$ cat config.mk
export PLATFORM = sky130hd
export DESIGN_NAME = clk_divider_prog
export DESIGN_NICKNAME = d
export VERILOG_FILES = /design/src/rtl/clk_div_pkg.sv /design/src/rtl/clk_div_counter.sv /design/src/rtl/clk_divider_prog.sv
export SDC_FILE = /design/constraint.sdc
export NUM_CORES = 1
export LEC_CHECK = 0
export BUFFER_PORTS_ARGS = -buffer_cell sky130_fd_sc_hd__buf_2
export CORE_UTILIZATION = 29
export CTS_CLUSTER_SIZE = 20
export DETAILED_ROUTE_END_ITERATION = 6
export PLACE_DENSITY_LB_ADDON = 0.15
export SYNTH_ARGS = -nofsm -noshare
export SYNTH_HDL_FRONTEND = slang
export SYNTH_HIERARCHICAL = 1
export SYNTH_SLANG_ARGS = --single-unit
$ cat constraint.sdc
create_clock -name i_clk -period 7.7 [get_ports i_clk]
set_input_delay 1.155 -clock i_clk [delete_from_list [all_inputs] [get_ports i_clk]]
set_output_delay 1.155 -clock i_clk [all_outputs]
set_load 0.005 [all_outputs]
$ cat src/rtl/clk_div_pkg.sv
// rtl/clk_div_pkg.sv - shared types, default widths and helpers for the programmable clock divider
package clk_div_pkg;

    localparam int CNT_WIDTH_DEFAULT   = 12;
    localparam int STEP_WIDTH_DEFAULT  = 8;
    localparam int HALF_PERIOD_DEFAULT = 1302;

    typedef enum logic [1:0] {
        ST_IDLE     = 2'd0,
        ST_RUN      = 2'd1,
        ST_STEP     = 2'd2,
        ST_STOPPING = 2'd3
    } state_t;

    // A half-period of zero cannot be counted, so it is promoted to one cycle.
    function automatic logic [31:0] sat_div(input logic [31:0] value);
        return (value == 32'd0) ? 32'd1 : value;
    endfunction

endpackage

$ cat src/rtl/clk_div_counter.sv
// rtl/clk_div_counter.sv - loadable down-counter that stops at zero and flags it
module clk_div_counter #(
    parameter int CNT_WIDTH = 12
) (
    input  logic                 i_clk,
    input  logic                 i_reset_n,
    input  logic                 i_load,
    input  logic                 i_enable,
    input  logic [CNT_WIDTH-1:0] i_load_value,
    output logic                 o_zero
);

    logic [CNT_WIDTH-1:0] cnt_q;

    always_ff @(posedge i_clk) begin
        if (!i_reset_n) begin
            cnt_q <= '0;
        end else if (i_load) begin
            cnt_q <= i_load_value;
        end else if (i_enable && (cnt_q != '0)) begin
            cnt_q <= cnt_q - CNT_WIDTH'(1);
        end
    end

    assign o_zero = (cnt_q == '0);

endmodule

$ cat src/rtl/clk_divider_prog.sv
// rtl/clk_divider_prog.sv - runtime-programmable clock divider with run, step burst, stop and abort
module clk_divider_prog
    import clk_div_pkg::*;
#(
    parameter int                   CNT_WIDTH         = CNT_WIDTH_DEFAULT,
    parameter logic [CNT_WIDTH-1:0] HALF_PERIOD_RESET = CNT_WIDTH'(HALF_PERIOD_DEFAULT),
    parameter int                   STEP_WIDTH        = STEP_WIDTH_DEFAULT
) (
    input  logic                  i_clk,
    input  logic                  i_reset_n,
    input  logic                  i_start_stb,
    input  logic                  i_step_stb,
    input  logic [STEP_WIDTH-1:0] i_step_count,
    input  logic                  i_stop_stb,
    input  logic                  i_abort_stb,
    input  logic                  i_div_load_stb,
    input  logic [CNT_WIDTH-1:0]  i_div_value,
    output logic                  o_div_clk,
    output logic                  o_rise_stb,
    output logic                  o_fall_stb,
    output logic                  o_busy
);

    state_t                state_q, state_d;
    logic [CNT_WIDTH-1:0]  div_q;
    logic [CNT_WIDTH-1:0]  div_new;
    logic [CNT_WIDTH-1:0]  reload_val;
    logic [STEP_WIDTH-1:0] rem_q, rem_d;
    logic                  div_clk_q, div_clk_d;
    logic                  rise_q, rise_d;
    logic                  fall_q, fall_d;
    logic                  busy_q;
    logic                  cnt_load, cnt_en, cnt_zero;
    logic [CNT_WIDTH-1:0]  cnt_load_val;
    logic                  stop_req;

    // A divisor written in the same cycle as a reload is used by that reload.
    assign div_new    = CNT_WIDTH'(sat_div(32'(i_div_value)));
    assign reload_val = (i_div_load_stb ? div_new : div_q) - CNT_WIDTH'(1);
    assign stop_req   = i_stop_stb && ((state_q == ST_RUN) || (state_q == ST_STEP));

    clk_div_counter #(
        .CNT_WIDTH (CNT_WIDTH)
    ) u_counter (
        .i_clk        (i_clk),
        .i_reset_n    (i_reset_n),
        .i_load       (cnt_load),
        .i_enable     (cnt_en),
        .i_load_value (cnt_load_val),
        .o_zero       (cnt_zero)
    );

    always_comb begin
        state_d      = state_q;
        rem_d        = rem_q;
        div_clk_d    = div_clk_q;
        rise_d       = 1'b0;
        fall_d       = 1'b0;
        cnt_load     = 1'b0;
        cnt_en       = 1'b0;
        cnt_load_val = reload_val;

        if (i_abort_stb) begin
            state_d      = ST_IDLE;
            div_clk_d    = 1'b1;
            cnt_load     = 1'b1;
            cnt_load_val = '0;
        end else begin
            case (state_q)
                ST_IDLE: begin
                    if (i_start_stb) begin
                        state_d  = ST_RUN;
                        cnt_load = 1'b1;
                    end else if (i_step_stb && (i_step_count != '0)) begin
                        state_d  = ST_STEP;
                        rem_d    = i_step_count;
                        cnt_load = 1'b1;
                    end
                end
                default: begin
                    if (stop_req && div_clk_q) begin
                        state_d = ST_IDLE;
                    end else begin
                        cnt_en = 1'b1;
                        if (cnt_zero) begin
                            cnt_load  = 1'b1;
                            div_clk_d = ~div_clk_q;
                            rise_d    = ~div_clk_q;
                            fall_d    = div_clk_q;
                            // Every way of leaving an active state on its own ends on a rise.
                            if (!div_clk_q) begin
                                if ((state_q == ST_STOPPING) || stop_req ||
                                    ((state_q == ST_STEP) && (rem_q == STEP_WIDTH'(1)))) begin
                                    state_d = ST_IDLE;
                                end else if (state_q == ST_STEP) begin
                                    rem_d = rem_q - STEP_WIDTH'(1);
                                end
                            end
                        end else if (stop_req) begin
                            state_d = ST_STOPPING;
                        end
                    end
                end
            endcase
        end
    end

    always_ff @(posedge i_clk) begin
        if (!i_reset_n) begin
            state_q   <= ST_IDLE;
            div_q     <= HALF_PERIOD_RESET;
            rem_q     <= '0;
            div_clk_q <= 1'b1;
            rise_q    <= 1'b0;
            fall_q    <= 1'b0;
            busy_q    <= 1'b0;
        end else begin
            state_q   <= state_d;
            rem_q     <= rem_d;
            div_clk_q <= div_clk_d;
            rise_q    <= rise_d;
            fall_q    <= fall_d;
            busy_q    <= (state_d != ST_IDLE);
            if (i_div_load_stb) begin
                div_q <= div_new;
            end
        end
    end

    assign o_div_clk  = div_clk_q;
    assign o_rise_stb = rise_q;
    assign o_fall_stb = fall_q;
    assign o_busy     = busy_q;

endmodule

==> impl_metrics.py <==
metrics = {
    "critical_path": {
        "critical_path.max_stage_delay_ps": 530,
        "path_class": "input pin to register",
        "required_ps": 7920,
        "path_depth": 11,
        "crit_family": "compound AO/OA/AOI/OAI gates",
        "cp_common_cell": "a21oi_1",
        "reg2reg_depth": 9,
        "cp_data_arrival_time_ps": 3660,
        "critPathBufInv": 3,
        "cp_slowest_cell": "or4b_1",
        "cp_max_fo": 23,
        "crit_path_start_kind": "input pin",
        "critPathCaptureType": "register",
        "crit_chain": "buf_2 > or4b_1 > o31ai_4 > inv_4 > ha_1 > inv_1 > nor2_1 > xnor2_1 > a211oi_1 > a21oi_1 > a21oi_1",
    },
    "routing": {
        "dr.pass1.iters": 4,
        "wl_um": 6220,
        "wl_per_cell_um": 14.2,
        "viasPerCell": 5.34,
        "drt_first_iter_violations": 127,
        "vias": 2333,
        "antenna_left": 0,
        "drc": 0,
    },
    "sta": {
        "final_max_slew_viol_count": 0,
        "setup_viol": 0,
        "setup_slack_ps": 4260,
        "skew_ps": 5.57,
        "tns_ps": 0,
        "max_freq_mhz": 291,
        "tightest_slew_ps": 887,
        "rsz0062_at_grt": "false",
        "min_period_ps": 3440,
        "report.final.hold_viol_count": 0,
        "timing.hold.ws_ps": 516,
        "min_period_over_period_pct": 44.7,
        "slew_headroom_pct": 40.4,
    },
    "synth": {
        "ys_async_sr_fraction_pct": 0,
        "yosysUniqueCellTypes": 55,
        "synth_commonest_cells": "dfxtp_1 (38), nand2_1 (28), o21ai_0 (25), nor2_1 (24), a21oi_1 (17)",
        "yosysWarnings": 6,
        "synth.most_common_cell": "dfxtp_1",
        "seq_area_frac_synth_pct": 30.3,
        "netlist_area_sq_um": 2510,
        "synth_flop_cell": "dfxtp_1",
        "synth_area_leaders": "dfxtp_1 (30%), o21ai_0 (5.0%), mux2i_1 (4.4%), nand2_1 (4.2%), ha_1 (4.0%)",
        "syn_inst": 310,
        "ys_ff_latch": 38,
        "syn-mean-instance-area_sq_um": 8.10,
        "yosysTopAreaCell": "dfxtp_1",
        "syn_nets": 345,
        "synth_edf_count": 0,
        "yosysTopAreaCellShare_pct": 30.3,
    },
    "power": {
        "power_uw": 465,
        "leakagePower_nw": 1.08,
        "seqPwrFrac_pct": 47.2,
        "pwr-share-comb_pct": 24.4,
        "sw_frac_of_total_pct": 32.2,
        "p_sw_uw": 150,
        "power.internal_uw": 316,
        "ir_drop_mv": 0.0653,
        "clockPowerShare_pct": 28.5,
        "p_per_area_nw_per_um2": 167,
    },
    "clocking": {
        "cts-resized-gates": 0,
        "clock_sinks": 38,
        "clk_latency_ps": 290,
        "cts_buffers": 5,
        "tritoncts": "yes",
        "post-cts-setup-buffer-count": 0,
        "ctsHoldBuffers": 0,
        "cts_max_level": 2,
        "cts_root_buf": "clkbuf_8",
        "cts.path.max_buffers": 2,
        "cts.clk_slew.worst_paths_ps": 80,
    },
    "place": {
        "dpl_worst_slack_ps": 3960,
        "gp_congestion": 0.757,
        "place_hpwl_um": 4540,
        "port_buffers": 30,
    },
    "floorplan": {
        "ios": 31,
        "start_util_pct": 30.2,
        "die_y_um": 95.0,
        "num_rows": 33,
        "die_w_um": 95.0,
        "dieArea_sq_um": 9030,
        "core_area_sq_um": 8300,
    },
    "global_route": {
        "grt_use_total_pct": 14.9,
        "grtUsageMet1_pct": 18.7,
        "busiest_layer": "met2",
        "met3_usage_pct": 3.83,
        "gr-total-overflow": 0,
        "grt_max_degree": 38,
        "met2_usage_pct": 24.8,
        "grt_pass1_wl_um": 10400,
        "grt_pass1_vias": 2227,
        "antenna_found_initial": 0,
    },
    "layout": {
        "post-route-util_pct": 33.5,
        "diodes": 0,
        "area_growth_pct": 10.7,
        "drive_gt1_share_pct": 15.1,
        "nNetsFinal": 367,
    },
    "worst_hold_path": {
        "hold_class": "register to register",
        "worstHoldPathCells": 2,
    },
    "status": {
        "status": "completed",
    },
    "flow_run": {
        "cap_violations": 0,
    },
}
[metrics by stage]
stage / area [sq um] / instances
after CTS: 2780 / 437
final: 2780 / 437
after detailed placement: 2700 / 430
after global placement: 2700 / 430
after global routing: 2780 / 437
after floorplan: 2510 / 310
[metal layers]
layer / part of all wire [%] / routed length, um
met1: 47 / 2930
met2: 48 / 2970
met3: 3.9 / 245
met4: 1.2 / 75
met5: 0 / 0
[flip-flops by register name, indices dropped and copies added, names as in the netlist]
register,flops
rem_q,8
o_fall_stb,1
o_rise_stb,1
o_div_clk,1
u_counter/cnt_q,12
o_busy,1
state_q,2
div_q,12
[path summary, 6_finish.rpt]
path / slack, ps / to / startpoint
setup reg to reg: 4440 / u_counter/cnt_q[8] / u_counter/cnt_q[4]
hold / removal: 520 / u_counter/cnt_q[8] / u_counter/cnt_q[8]
hold reg to reg: 520 / u_counter/cnt_q[8] / u_counter/cnt_q[8]
setup / recovery: 4260 / u_counter/cnt_q[6] / i_div_load_stb
[cell families (layout without fill, tap and decap cells)]
family	count (synthesis)	after routing	synth area share (%)
and+or+nand+nor	123	123	26.8
AOI/OAI and AO/OA	88	88	23.8
DFF	38	38	30.3
buffers and inverters	28	50	5.58
muxes	13	13	5.28
xor gates and xnor gates	12	12	4.19
adders and majority gates	8	8	3.99
[layout make-up]
cell class                 count  area, sq um
tap                          105          131
fill                         899         5520
sequential                    38          761
multi-input combinational    244         1610
clock buffer                   7         76.3
inverter                      13         51.3
timing repair buffer          30          150
[placed cells by master, fill, tap and decap left out, types with 3 or more instances in the layout]
cell type / instances
dfxtp_1: 38
nor4_1: 13
a21oi_1: 17
o31a_1: 6
and3_1: 4
nand2_1: 28
nor2_1: 24
o31ai_1: 6
or3_1: 6
clkbuf_8: 5
nor3b_1: 5
o21ai_0: 25
inv_1: 12
o41ai_1: 3
nor3_1: 8
mux2i_1: 11
a31oi_1: 5
ha_1: 8
o211ai_1: 5
nand2b_1: 6
or4_1: 7
nor2b_1: 8
o22ai_1: 4
buf_2: 30
xnor2_1: 7
xor2_1: 5
[power by group through the flow]
| stage | Sequential [mW] | Clock (mW) | Combinational (mW) |
|---|---|---|---|
| after floorplan | 0.220 | 0 | 0.0869 |
| after global placement | 0.224 | 0 | 0.114 |
| after detailed placement | 0.224 | 0 | 0.113 |
| after CTS | 0.219 | 0.141 | 0.113 |
| after global routing | 0.221 | 0.148 | 0.128 |
| final | 0.219 | 0.133 | 0.113 |
[worst reg2reg max path, stage by stage (launching register included)]
cell and delay [ps]:
dfxtp_1 380, or4_1 710, nor3_2 610, nand2b_1 210, nor2_1 120, or3_1 350, inv_1 300, o311a_1 230
a22oi_1 160, a21oi_1 80
(Power assumes the default switching activity.)
